<file path="src/rtl/controlador_passos_m.sv">
// Step controller: pulses soma/sub on a saturating position counter until pos reaches the latched target.
// Optional abort input enabled by defining CONTROLADOR_ABORTA_EN.
module controlador_passos_m #(
  parameter int unsigned M       = 100,
  parameter int unsigned N       = 7,
  parameter int unsigned T_PASSO = 50000,
  parameter int unsigned W_T     = 16
) (
  input  logic         clock,
  input  logic         zera_s,
  input  logic         inicia,
`ifdef CONTROLADOR_ABORTA_EN
  input  logic         aborta,
`endif
  input  logic [N-1:0] alvo,
  input  logic [N-1:0] pos,
  output logic         soma,
  output logic         sub,
  output logic         ocupado,
  output logic         pronto,
  output logic [2:0]   db_estado
);

  localparam logic [N-1:0]   ALVO_MAX = N'(M - 1);
  localparam logic [W_T-1:0] TICK_FIM = W_T'(T_PASSO - 1);

  typedef enum logic [2:0] {
    OCIOSO  = 3'd0,
    COMPARA = 3'd1,
    ESPERA  = 3'd2,
    PASSO   = 3'd3,
    FIM     = 3'd4
  } estado_t;

  estado_t        estado;
  logic [N-1:0]   alvo_reg;
  logic [W_T-1:0] tick;

  assign db_estado = estado;

  // Pulse outputs default low every cycle; each transition raises the one it needs.
  always_ff @(posedge clock) begin
    if (zera_s) begin
      estado   <= OCIOSO;
      alvo_reg <= '0;
      tick     <= '0;
      soma     <= 1'b0;
      sub      <= 1'b0;
      pronto   <= 1'b0;
      ocupado  <= 1'b0;
    end else begin
      soma   <= 1'b0;
      sub    <= 1'b0;
      pronto <= 1'b0;
`ifdef CONTROLADOR_ABORTA_EN
      if (aborta && (estado != OCIOSO)) begin
        estado  <= OCIOSO;
        ocupado <= 1'b0;
      end else
`endif
      begin
        case (estado)
          OCIOSO: begin
            if (inicia) begin
              alvo_reg <= (alvo > ALVO_MAX) ? ALVO_MAX : alvo;
              estado   <= COMPARA;
              ocupado  <= 1'b1;
            end
          end
          COMPARA: begin
            if (pos == alvo_reg) begin
              estado <= FIM;
              pronto <= 1'b1;
            end else begin
              tick   <= '0;
              estado <= ESPERA;
            end
          end
          ESPERA: begin
            if (tick == TICK_FIM) begin
              estado <= PASSO;
              // Out-of-range pos compares above any legal target, so it steps down.
              if (pos < alvo_reg) soma <= 1'b1;
              else                sub  <= 1'b1;
            end else begin
              tick <= tick + W_T'(1);
            end
          end
          PASSO: estado <= COMPARA;
          FIM: begin
            estado  <= OCIOSO;
            ocupado <= 1'b0;
          end
          default: begin
            estado  <= OCIOSO;
            ocupado <= 1'b0;
          end
        endcase
      end
    end
  end

endmodule

</file>
<file path="config.mk">
export PLATFORM = sky130hd
export DESIGN_NAME = controlador_passos_m
export DESIGN_NICKNAME = d
export VERILOG_FILES = /design/src/rtl/controlador_passos_m.sv
export SDC_FILE = /design/constraint.sdc
export NUM_CORES = 1
export LEC_CHECK = 0
export ABC_AREA = 1
export BUFFER_PORTS_ARGS = -buffer_cell sky130_fd_sc_hd__buf_2
export CAP_MARGIN = 25
export CORE_UTILIZATION = 57
export DETAILED_ROUTE_END_ITERATION = 16
export PLACE_DENSITY = 0.82
export SYNTH_ARGS = -nofsm -noshare
export SYNTH_HDL_FRONTEND = slang
export SYNTH_SLANG_ARGS = --single-unit
</file>
<file path="constraint.sdc">
create_clock -name clock -period 1.8 [get_ports clock]
set_input_delay 0.36 -clock clock [delete_from_list [all_inputs] [get_ports clock]]
set_output_delay 0.36 -clock clock [all_outputs]
set_load 0.01 [all_outputs]
</file>
==> results.txt <==
Of all nets on the critical path, the largest fanout is 11. The number of instances in the placed design came out at about 310. The required time of the worst setup path came out at 2.05 ns. The tree is rooted in a sky130_fd_sc_hd__clkbuf_4.

The final setup skew is between 0.006 and 0.007 ns. The number of flip-flops in the largest register came out at 16. The number of nets in the final layout is approximately 310.

The final critical-path setup slack came out at between 0.15 and 0.2 ns. The total routed wirelength came out at ~3700 um. The area added between synthesis and finish is 11.11%.

The startpoint-to-endpoint class of the critical path is flip-flop to flip-flop. The power consumption came out at roughly 1.5 mW. The top cell type by total area after synthesis is sky130_fd_sc_hd__dfxtp_1. The floorplan step defined a core boundary enclosing ~2800 um2.

The routability congestion estimate came out at between 0.8 and 0.9. The count of final setup violators came out at 0. The count of synthesis-stage warnings from yosys came out at 0.

STA classifies the critical path endpoint as a flip-flop. For the worst-skew pair, the clock arrives at the later sink with an insertion delay of between 0.3 and 0.4 ns. The number of I/O port buffers is 23.

The total die area came out at ~3300 um2. The summed negative setup slack over all endpoints came out at 0 ns. The distinct cell type count of the synthesized netlist came out at 31.

In the final routed layout, each cell accounts on average for between 10 and 15 um. Once the floorplan was initialized, standard cells occupied between 60% and 70% of the core. The clock network burns around 28% of the power.

The standby leakage power came out at 0.8066 nW. The library cell used most frequently in the layout, excluding fill and tap cells, is sky130_fd_sc_hd__nand2_1. TritonCTS built the clock tree. Leaving out fill and tap cells, the most frequent cells in the layout are sky130_fd_sc_hd__nand2_1, sky130_fd_sc_hd__nor2_1, sky130_fd_sc_hd__dfxtp_1.

The tightest slew margin relative to the limit came out at between 60% and 70%. The path class of the tightest hold or removal check is input port to flip-flop. The worst hold path was traced through 3 stages. The maximum level of the CTS H-tree came out at 2.

The net switching power of the design is between 400 and 500 uW. After floorplanning, the core was divided into 19 placement rows. The clock sink count is 30.

The pin count of the biggest net entering global routing is 25. The number of storage elements in the synthesis netlist came out at 30. The register clock-pin slew on the reported worst setup and hold paths is around 0.090 ns. At the pin with the least slew margin, the transition time is 0.5623 ns. The post-route fraction of the period consumed by the critical path came out at 90.89%. The worst register-to-register path begins at alvo_reg[6]$_SDFFE_PP0P_. The antenna diode count is 0. In this run the horizontal extent of the chip is 57.52 um.

The total nets after synthesis is around 290. Counting the buffers created by CTS gives 5. The sequential area share after synthesis came out at 34.19%. The run finished with clean final reports.

The power density normalized to cell area came out at approximately 750 nW/um2. STA puts the critical path data arrival time at 1.89 ns. By area the synthesized netlist is led by sky130_fd_sc_hd__dfxtp_1, sky130_fd_sc_hd__nand2_1, sky130_fd_sc_hd__a21oi_1. The number of maximum-capacitance violations is 0. The portion of total power attributed to sequential cells came out at between 40% and 50%. The end-of-flow core utilization is between 60% and 70%. After clock tree synthesis, the flow added hold-fix buffers numbering 0.

The routed layout has 1683 vias. The count of endpoints failing hold in the final timing report is 0. The number of ports placed on the die boundary came out at 24. After synthesis, the mean cell area works out to roughly 6.7 um2.

Setup repair after global routing left no endpoint under its margin. The maximum achievable frequency is between 600 and 700 MHz. Summed over all layers, the global routing overflow is 0. The number of detailed-route iterations in the first pass is 4. Prior to clock tree synthesis, the placed netlist has a worst setup slack of 0.01672 ns.

The post-synthesis cell count came out at approximately 260. The number of design-rule violations left by the first detailed-router iteration came out at approximately 60. The post-CTS setup repair buffer count came out at 0.

The number of vias per cell is between 5 and 6. The number of instances resized during post-cts repair came out at 0. The combinational share of power is about 22%. The logic depth of the worst register-to-register path is 10. The global-route wire length before repair came out at 6548 um. The worst setup path is launched from a flip-flop.

The switching part of the total power is 31.71%. The startpoint of the tightest hold check path is alvo[0]. In the final layout, the share of cells above drive strength 1 is between 15 and 20%. The final antenna-violating net count came out at 0.

Counting along the longest clock path gives a buffer depth of 2. The top cell type by area accounts for between 30% and 40% of the synthesized area. Once detailed placement completed, the half-perimeter wirelength came to about 2600 um. The final number of max-transition violations came to 0. Excluding fillers, the count of instances in the completed layout stands at 320. The initial antenna violation count came out at 0. The global routing usage summed across all routing layers came out at about a quarter. Internal power comes to around 1000 uW.

The via count of the first global-routing pass came out at 1482. VDD sags by at most approximately 0.00055 V. The vertical extent of the die came out at ~58 um.

After detailed routing, the number of remaining DRC violations is 0. The most critical setup path has its startpoint at alvo_reg[6]$_SDFFE_PP0P_. The netlist area before placement is ~1800 um2. After layout, the minimum clock period comes to between 1.5 and 2 ns.
-- through the flow --
| stage | hold slack [ns] | instance area, um2 |
|---|---|---|
| floorplan | 0.4334 | 1757 |
| global placement | 0.4478 | 1876 |
| detailed placement | 0.4536 | 1876 |
| CTS | 0.2971 | 1936 |
| global route | 0.3130 | 1952 |
| finish | 0.3041 | 1952 |
-- cells by family after synthesis --
kind of cell | count (synthesis) | synth area share (%)
AOI/OAI and AO/OA | 41 | 12.89
adders and majority gates | 8 | 5.698
buffers and inverters | 38 | 9.045
and+or+nand+nor | 144 | 37.68
DFF | 30 | 34.19
xor gates and xnor gates | 1 | 0.4987
-- cell type report --
type	count	area, um2
Clock inverter	1	5.005
Multi-Input combinational cell	195	1013
Tap cell	31	38.79
Clock buffer	7	55.05
Fill cell	250	877.1
Inverter	33	123.9
Sequential cell	30	600.6
Timing Repair Buffer	23	115.1
-- layer usage --
layer  wire, um  share of wire [%]  track usage (%)  vias to the layer above
met5          0                  0                0                        -
met4         51                1.4            11.85                        0
met3        175                4.8            5.669                        5
met2       1588                 43            36.71                       31
met1       1843                 50            36.58                      739
li1           -                  -                -                      908
-- power by group through the flow --
stage                     Clock, mW  Sequential [mW]  Combinational [mW]
final                         0.416            0.723               0.323
after detailed placement          0            0.739               0.308
after global placement            0            0.738               0.301
after global routing          0.456            0.728               0.371
after floorplan                   0            0.740               0.233
after CTS                     0.427            0.723               0.310
-- synth_stat cells, drive strengths merged --
library cell	count
o311ai	1
o21ai	7
inv	31
a21oi	26
or2	3
o21bai	3
nor2	36
clkbuf	2
xor2	1
nand4	5
nor3	2
nand2	69
ha	8
and2	1
o211ai	1
nor4	1
clkinv	2
nor3b	2
a211oi	3
dfxtp	30
buf	3
nand3	25
-- worst paths after layout --
| path | endpoint | slack, ns |
|---|---|---|
| setup / recovery | tick[8]$_SDFFE_PP0P_ | 0.16 |
| hold / removal | alvo_reg[0]$_SDFFE_PP0P_ | 0.30 |
| setup reg to reg | tick[8]$_SDFFE_PP0P_ | 0.16 |
| hold reg to reg | alvo_reg[6]$_SDFFE_PP0P_ | 0.46 |
-- worst max-delay path, stage by stage (launching register included) --
cell and delay, ns:
sky130_fd_sc_hd__dfxtp_1 0.32, sky130_fd_sc_hd__inv_1 0.05, sky130_fd_sc_hd__ha_1 0.28, sky130_fd_sc_hd__nand2_1 0.07
sky130_fd_sc_hd__nor2_1 0.15, sky130_fd_sc_hd__nand2_1 0.11, sky130_fd_sc_hd__nand2_1 0.13, sky130_fd_sc_hd__nand2_4 0.13
sky130_fd_sc_hd__nand2_4 0.13, sky130_fd_sc_hd__nand2_1 0.06, sky130_fd_sc_hd__a21oi_1 0.14
No activity file was read; power rests on OpenSTA's default activity.
